`config.mk`:
```
export PLATFORM = sky130hd
export DESIGN_NAME = if_id_decode_reg
export DESIGN_NICKNAME = d
export VERILOG_FILES = /design/src/rtl/proc_pkg.sv /design/src/rtl/instr_field_decode.sv /design/src/rtl/if_id_decode_reg.sv
export SDC_FILE = /design/constraint.sdc
export NUM_CORES = 1
export LEC_CHECK = 0
export ABC_CLOCK_PERIOD_IN_PS = 2100
export CAP_MARGIN = 20
export CELL_PAD_IN_SITES_DETAIL_PLACEMENT = 1
export CELL_PAD_IN_SITES_GLOBAL_PLACEMENT = 1
export CORE_MARGIN = 3
export CORE_UTILIZATION = 40
export DETAILED_ROUTE_END_ITERATION = 16
export HOLD_SLACK_MARGIN = 0.08
export PLACE_DENSITY = 0.91
export SLEW_MARGIN = 30
export SYNTH_ARGS = -nofsm -noshare
export SYNTH_HDL_FRONTEND = slang
export SYNTH_SLANG_ARGS = --single-unit
```
`constraint.sdc`:
```
create_clock -name clk -period 2.1 [get_ports clk]
set_clock_uncertainty 0.2 [all_clocks]
set_input_delay 0.42 -clock clk [delete_from_list [all_inputs] [get_ports clk]]
set_output_delay 0.42 -clock clk [all_outputs]
set_load 0.01 [all_outputs]
```
`src/rtl/proc_pkg.sv`:
```
// Shared pipeline types for the 32-bit core.
// Field positions, IF/ID queue states and the decoded-entry bundle.
package proc_pkg;

  localparam int DATA_W = 32;
  localparam int ADDR_W = 32;
  localparam int IMM_W  = 12;

  localparam int OPC_MSB = 31;
  localparam int OPC_LSB = 27;
  localparam int RD_MSB  = 26;
  localparam int RD_LSB  = 23;
  localparam int RN_MSB  = 22;
  localparam int RN_LSB  = 19;
  localparam int RM_MSB  = 18;
  localparam int RM_LSB  = 15;
  localparam int IMM_BIT = 31;

  typedef enum logic [1:0] {
    EMPTY = 2'd0,
    ONE   = 2'd1,
    FULL  = 2'd2
  } state_t;

  typedef struct packed {
    logic [ADDR_W-1:0] pc;
    logic [4:0]        opcode;
    logic [3:0]        rd;
    logic [3:0]        rn;
    logic [3:0]        rm;
    logic              use_imm;
    logic [IMM_W-1:0]  imm12;
  } dec_t;

  localparam int DEC_W = $bits(dec_t);

endpackage

```
`src/rtl/instr_field_decode.sv`:
```
// Combinational instruction field extraction.
// Splits a raw instruction word into the decoded-entry bundle.
import proc_pkg::*;

module instr_field_decode (
  input  logic [DATA_W-1:0] instr,
  input  logic [ADDR_W-1:0] pc,
  output dec_t              dec
);

  logic unused_bits;

  assign unused_bits = ^instr[RM_LSB-1:IMM_W];

  // pure wiring from instruction bits to fields
  always_comb begin
    dec         = '0;
    dec.pc      = pc;
    dec.opcode  = instr[OPC_MSB:OPC_LSB];
    dec.rd      = instr[RD_MSB:RD_LSB];
    dec.rn      = instr[RN_MSB:RN_LSB];
    dec.rm      = instr[RM_MSB:RM_LSB];
    dec.use_imm = instr[IMM_BIT];
    dec.imm12   = instr[IMM_W-1:0];
  end

endmodule

```
`src/rtl/if_id_decode_reg.sv`:
```
// IF/ID register: 2-entry skid queue with registered field decode.
// Optional stall counter enabled by defining STALL_CNT_EN.
import proc_pkg::*;

module if_id_decode_reg #(
  parameter int CNT_W = 16
) (
  input  logic              clk,
  input  logic              rst_n,
  input  logic              in_valid,
  output logic              in_ready,
  input  logic [DATA_W-1:0] in_instr,
  input  logic [ADDR_W-1:0] in_pc,
  input  logic              flush,
  output logic              out_valid,
  input  logic              out_ready,
  output logic [ADDR_W-1:0] out_pc,
  output logic [4:0]        out_opcode,
  output logic [3:0]        out_rd,
  output logic [3:0]        out_rn,
  output logic [3:0]        out_rm,
  output logic              out_use_imm,
  output logic [IMM_W-1:0]  out_imm12
`ifdef STALL_CNT_EN
  ,
  output logic [CNT_W-1:0]  stall_cnt
`endif
);

  state_t            state;
  state_t            state_nx;
  dec_t              head;
  dec_t              dec;
  logic [DATA_W-1:0] skid_instr;
  logic [ADDR_W-1:0] skid_pc;
  logic [DATA_W-1:0] cap_instr;
  logic [ADDR_W-1:0] cap_pc;
  logic              accept;
  logic              pop;
  logic              load_head;
  logic              load_skid;

  assign in_ready  = (state != FULL);
  assign out_valid = (state != EMPTY);
  assign accept    = in_valid & in_ready;
  assign pop       = out_valid & out_ready;

  // promotion from skid re-decodes the stored raw word
  assign cap_instr = (state == FULL) ? skid_instr : in_instr;
  assign cap_pc    = (state == FULL) ? skid_pc : in_pc;

  instr_field_decode u_dec (
    .instr (cap_instr),
    .pc    (cap_pc),
    .dec   (dec)
  );

  // next state and load enables; flush overrides everything
  always_comb begin
    state_nx  = state;
    load_head = 1'b0;
    load_skid = 1'b0;
    if (flush) begin
      state_nx = EMPTY;
    end else begin
      unique case (state)
        EMPTY: begin
          if (accept) begin
            state_nx  = ONE;
            load_head = 1'b1;
          end
        end
        ONE: begin
          if (accept && !pop) begin
            state_nx  = FULL;
            load_skid = 1'b1;
          end else if (pop && !accept) begin
            state_nx  = EMPTY;
          end else if (accept && pop) begin
            load_head = 1'b1;
          end
        end
        FULL: begin
          if (pop) begin
            state_nx  = ONE;
            load_head = 1'b1;
          end
        end
        default: state_nx = EMPTY;
      endcase
    end
  end

  // queue state and entry storage
  always_ff @(posedge clk or negedge rst_n) begin
    if (!rst_n) begin
      state      <= EMPTY;
      head       <= '0;
      skid_instr <= '0;
      skid_pc    <= '0;
    end else begin
      state <= state_nx;
      if (load_head) head <= dec;
      if (load_skid) begin
        skid_instr <= in_instr;
        skid_pc    <= in_pc;
      end
    end
  end

  assign out_pc      = head.pc;
  assign out_opcode  = head.opcode;
  assign out_rd      = head.rd;
  assign out_rn      = head.rn;
  assign out_rm      = head.rm;
  assign out_use_imm = head.use_imm;
  assign out_imm12   = head.imm12;

`ifdef STALL_CNT_EN
  // saturating count of cycles the head waits on decode
  always_ff @(posedge clk or negedge rst_n) begin
    if (!rst_n) begin
      stall_cnt <= '0;
    end else if (out_valid && !out_ready && !(&stall_cnt)) begin
      stall_cnt <= stall_cnt + 1'b1;
    end
  end
`endif

endmodule

```
* Yosys cells after proc, flatten, opt, wreduce, memory -nomap -nowiden
Cells that the tools add are included. W data, S select, Z words.
Storage, ports and cells: RAM bits 0, latch bits 0, bits of input ports 69, register bits after elaboration 128, output and inout bits 64, memories 0, memory bits (read-only) 0, word-level logic and storage cells 44
Operators by class: bitwise gates (word level) 2, reduce and logical (&&, ||, !) cells 8, $mul 0, eq/ne operators 6, multiplexer cells 18, shifts and indexed selects 0, divide/modulo/power cells 0, magnitude comparators 0, $add $sub $neg 0
Operators with widths (number):
- $mux W32 | 2
- $mux W2 | 5
- $mux W1 | 9
- $ne A3 B3 Y1 const B | 2
- $pmux W2 S3 | 1
- $ne A4 B4 Y1 const B | 1
- $logic_and A1 B1 Y1 | 3
- $pmux W1 S3 | 1
- $reduce_and A3 Y1 | 1
- $and A1 B1 Y1 | 2
- $eq A2 B1 Y1 const B | 1
- $eq A2 B2 Y1 const B | 1
- $logic_not A1 Y1 | 2
- $logic_not A2 Y1 | 1
- $ne A2 B2 Y1 const B | 1
- $reduce_bool A2 Y1 | 1

* Logic depth before layout (Yosys ltp)
word-level depth 8, depth in mapped cells 6, gate-level depth less buffers 3

* Hierarchy
A second synthesis with hierarchy kept.
Second synthesis, totals: cell total of the unflattened synthesis 413, area, all modules 6007.0 um^2
Modules (own cells, without submodules):
- if_id_decode_reg | times used 1, seq. area each 3203.1 um^2, cells an instance 351, area each 5541.6 um^2
- instr_field_decode | times used 1, seq. area each 0.0 um^2, cells an instance 62, area each 465.4 um^2

* Least setup slack after synthesis
OpenSTA, ideal clock, no wires.
path kind register to register, from register state[1], to register head, in the netlist out_imm12[11], setup time 0.125 ns, buffers on the path 1, required time 1.775 ns, arrival 1.626 ns, stages on the path, launching flop included 5, clock period less this slack 1.950 ns, slack 0.150 ns, cells stage by stage dfrtp_1 > or4bb_1 > o31ai_2 > buf_4 > mux2_2
On the way: longest elaborated chain between the ends 8, elaborated cells between the ends (all ways) 20, classes of those cells eq/ne: 3; mux: 8; bitwise: 2; reduce/logical: 7
Ends and longest elaborated chain:
- from (decl) | line if_id_decode_reg.sv:30 | state_t state;
- from (signal assigned) | line if_id_decode_reg.sv:102 | state <= state_nx;
- $ne A2 B2 Y1 / $reduce_bool A2 Y1 (equally long branches) | line if_id_decode_reg.sv:43, if_id_decode_reg.sv:44
- $and A1 B1 Y1, on equally long branches | line if_id_decode_reg.sv:45, if_id_decode_reg.sv:46
- $logic_and A1 B1 Y1 / $logic_not A1 Y1 (equally long branches) | line if_id_decode_reg.sv:79, if_id_decode_reg.sv:77
- $mux W1 / $logic_and A1 B1 Y1 (equally long branches) | line if_id_decode_reg.sv:79, if_id_decode_reg.sv:77
- $mux W1 | line if_id_decode_reg.sv:77 | end else if (pop && !accept) begin
- $mux W1 | line if_id_decode_reg.sv:74 | if (accept && !pop) begin
- $pmux W1 S3 | line if_id_decode_reg.sv:66 | unique case (state)
- $mux W1 | line if_id_decode_reg.sv:63 | if (flush) begin
- to (signal assigned) | line if_id_decode_reg.sv:98 | head <= '0;
- to (signal assigned) | line if_id_decode_reg.sv:103 | if (load_head) head <= dec;
- to (decl) | line if_id_decode_reg.sv:32 | dec_t head;
Several ways; a longest one is shown, not always the timed one. A chain may end at the register's enable or synchronous reset.

* Final worst setup path
from register state[1], to register head, in the netlist out_opcode[4]
Same word-level chain as after synthesis.

==> impl_metrics.toml <==
[sta]
timing.final.max_slew_violations = 0
period_share_pct = 101
final_hold_viol_count = 0
finalSetupTns_ns = -0.311
max-slew-margin-rel_pct = 73.7
min_period_ns = 2.13
worst_slew_pin_slew_ns = 0.384
timing.final.setup_violations = 22
fin_ws_ns = -0.0268
fmax_ghz = 0.470
grt_setup_unrepaired = "true"
fin_worst_hold_slack_ns = 0.302

[critical_path]
slowest_stage = "or4bb_4"
biggest_cell_delay_along_the_critical_path_ns = 0.55
cp_cell_sequence = "or4bb_4, o31ai_4, buf_4, buf_12, mux2_2"
worst-r2r-cell-count = 5
worst_ep_required_time_ns = 2.20
worst_setup_path_start_kind = "flop"
worst_setup_path_end_kind = "flop"
critical_path_class = "reg -> reg"
cp.arrival_ns = 2.22
timing.critical_path.fanout_max = 12

[final_layout]
area_growth_from_synthesis_to_layout_pct = 46.8
insertedDiodeCount = 0
final_util_pct = 61.4
fin_nets = 568
fin_cells = 684
layout_common_cells = "mux2_2 (144), clkdlybuf4s50_1 (123), dfrtp_1 (122)"
finish.instance_area_um2 = 7900
final_layout_size_suffix_gt1_share_pct = 49.0
most_common_library_cell_in_the_layout_ignoring_fill_and_taps = "mux2_2"

[synth]
synthesis.instances = 343
share_of_flip_flops_with_an_asynchronous_set_or_reset_pct = 100
synth.cell_area_um2 = 5380
synthTopCellsByArea = "dfrtp_1 (58%), mux2_2 (38%), buf_4 (0.98%)"
synth.distinct_cells = 19
synth_seq_cells = 124
yosys.area.top_type = "dfrtp_1"
average_instance_area_after_synthesis_um2 = 15.7
yosys_warnings = 0
area_share_of_the_largest_cell_type_after_synthesis_pct = 57.7
mappedNetlistNets = 412
ys_dominant_reg_cell = "dfrtp_1"
synth_enable_flop_cells = 0
synth_seq_area_share_pct = 57.7

[place]
place_congestion = 0.735
port-buffer-count = 129
post-place-cells = 637
post_dp_cell_area_um2 = 6990
detailed_place_hpwl_mm = 9.13
place_ws_ns = -0.518

[die]
core_area_um2 = 12900
ios = 133
die-area_um2 = 14900
die_w_um = 122
core.rowCount = 41
start_util_pct = 41.8
floorplan.die.height_um = 122

[global_route]
grt_start_max_net_pins = 69
global_route_wire_length_before_repair_mm = 22.1
grt_util_all_layers_pct = 19.9
grt.overflow.total = 0
vias_in_the_first_global_route = 4014
antenna_violations_before_repair = 0

[detailed_routing]
post-route-drc-count = 0
routed_wl_mm = 14.4
route.vias.total = 3484
drt-vias-per-instance = 5.09
postRouteAntennaNets = 0
dr.first_iter.drc_count = 120
wl_per_cell_um = 21.1
dr.pass1.iters = 4

[clock_network]
latest_clock_arrival_within_the_worst_skew_pair_ns = 0.41
cts-buffers-inserted = 17
cts_root_buffer = "clkbuf_16"
clkSlewWorstSetupHoldPaths_ns = 0.05
cts-root-to-sink-buffers = 2
cts_num_sinks = 124
htree_num_levels = 4
tritoncts = "yes"

[flow_run]
cap_violations = 0

[power_and_ir_drop]
finalPower_mw = 7.81
p_leak_nw = 3.46
pwr_density_cell_nw_per_um2 = 989
power.ir.vdd_worst_mv = 0.685

[hold_path]
min_delay_path_depth = 1
hp-class = "reg -> reg"

[status]
run_status = "finished, violations left"
failing_checks = "negative setup slack"
## final cells by class
| type | instances | area, um^2 |
|---|---|---|
| Sequential cell | 124 | 3110 |
| Clock inverter | 9 | 45.0 |
| Clock buffer | 23 | 478 |
| Tap cell | 172 | 215 |
| Fill cell | 1192 | 4980 |
| Timing Repair Buffer | 158 | 1730 |
| Multi-Input combinational cell | 198 | 2330 |
## routing by layer
layer	track usage [%]	wire length, um	vias to the layer above	part of all wire [%]
li1	-	-	1545	-
met1	21.8	5580	1828	39
met2	36.0	7960	96	55
met3	7.38	734	15	5.1
met4	5.74	158	0	1.1
met5	0	0	-	0
## timing repair
| action | 4_1_cts | 5_1_grt |
|---|---|---|
| setup endpoints to repair | 62 | 61 |
| setup buffers | 7 | 0 |
| hold buffers | 1 | 0 |
| pin swaps | 1 | 1 |
| gates cloned | 2 | 5 |
| endpoints found under the hold margin | 27 | 0 |
| resized for setup | 22 | 30 |
## synth_stat cells, types with 2 or more instances
cell / count
nand2_1: 2
buf_2: 7
mux2_2: 182
dfrtp_1: 124
buf_4: 7
clkbuf_1: 7
nor2_1: 2
## kinds of logic (layout without fill, tap and decap cells)
family / after synthesis / in the layout / synth area share, %
AOI/OAI and AO/OA: 4 / 4 / 0.651
buffers and inverters: 21 / 190 / 2.12
DFF: 124 / 124 / 57.7
muxes: 184 / 184 / 38.5
and+or+nand+nor: 10 / 10 / 1.09
## report_power, final
group | internal (mW) | switching (mW)
Clock | 1.58 | 0.986
Combinational | 1.27 | 0.641
Sequential | 2.99 | 0.354
Total | 5.83 | 1.98
## path summary, 6_finish.rpt
check,startpoint,endpoint,slack (ns)
max in group asynchronous,rst_n,skid_instr[11],0.69
min reg2reg,skid_pc[4],skid_pc[4],0.30
min in group asynchronous,rst_n,out_pc[16],0.31
min,skid_pc[4],skid_pc[4],0.30
max,state[1],out_opcode[4],-0.03
max reg2reg,state[1],out_opcode[4],-0.03
## registers in the layout (all words and copies together) (netlist names)
name / count
out_rd: 4
skid_pc: 32
out_opcode: 5
out_rm: 4
skid_instr: 29
out_pc: 32
out_rn: 4
state: 2
out_imm12: 12
## worst max-delay path: cells and delay by family, from the launching register on
family                 cells  cell delay (ns)
and+or+nand+nor            1             0.55
DFF                        1             0.44
muxes                      1             0.35
buffers and inverters      2             0.34
AOI/OAI and AO/OA          1             0.12
Power figures use the tool's default switching activity.
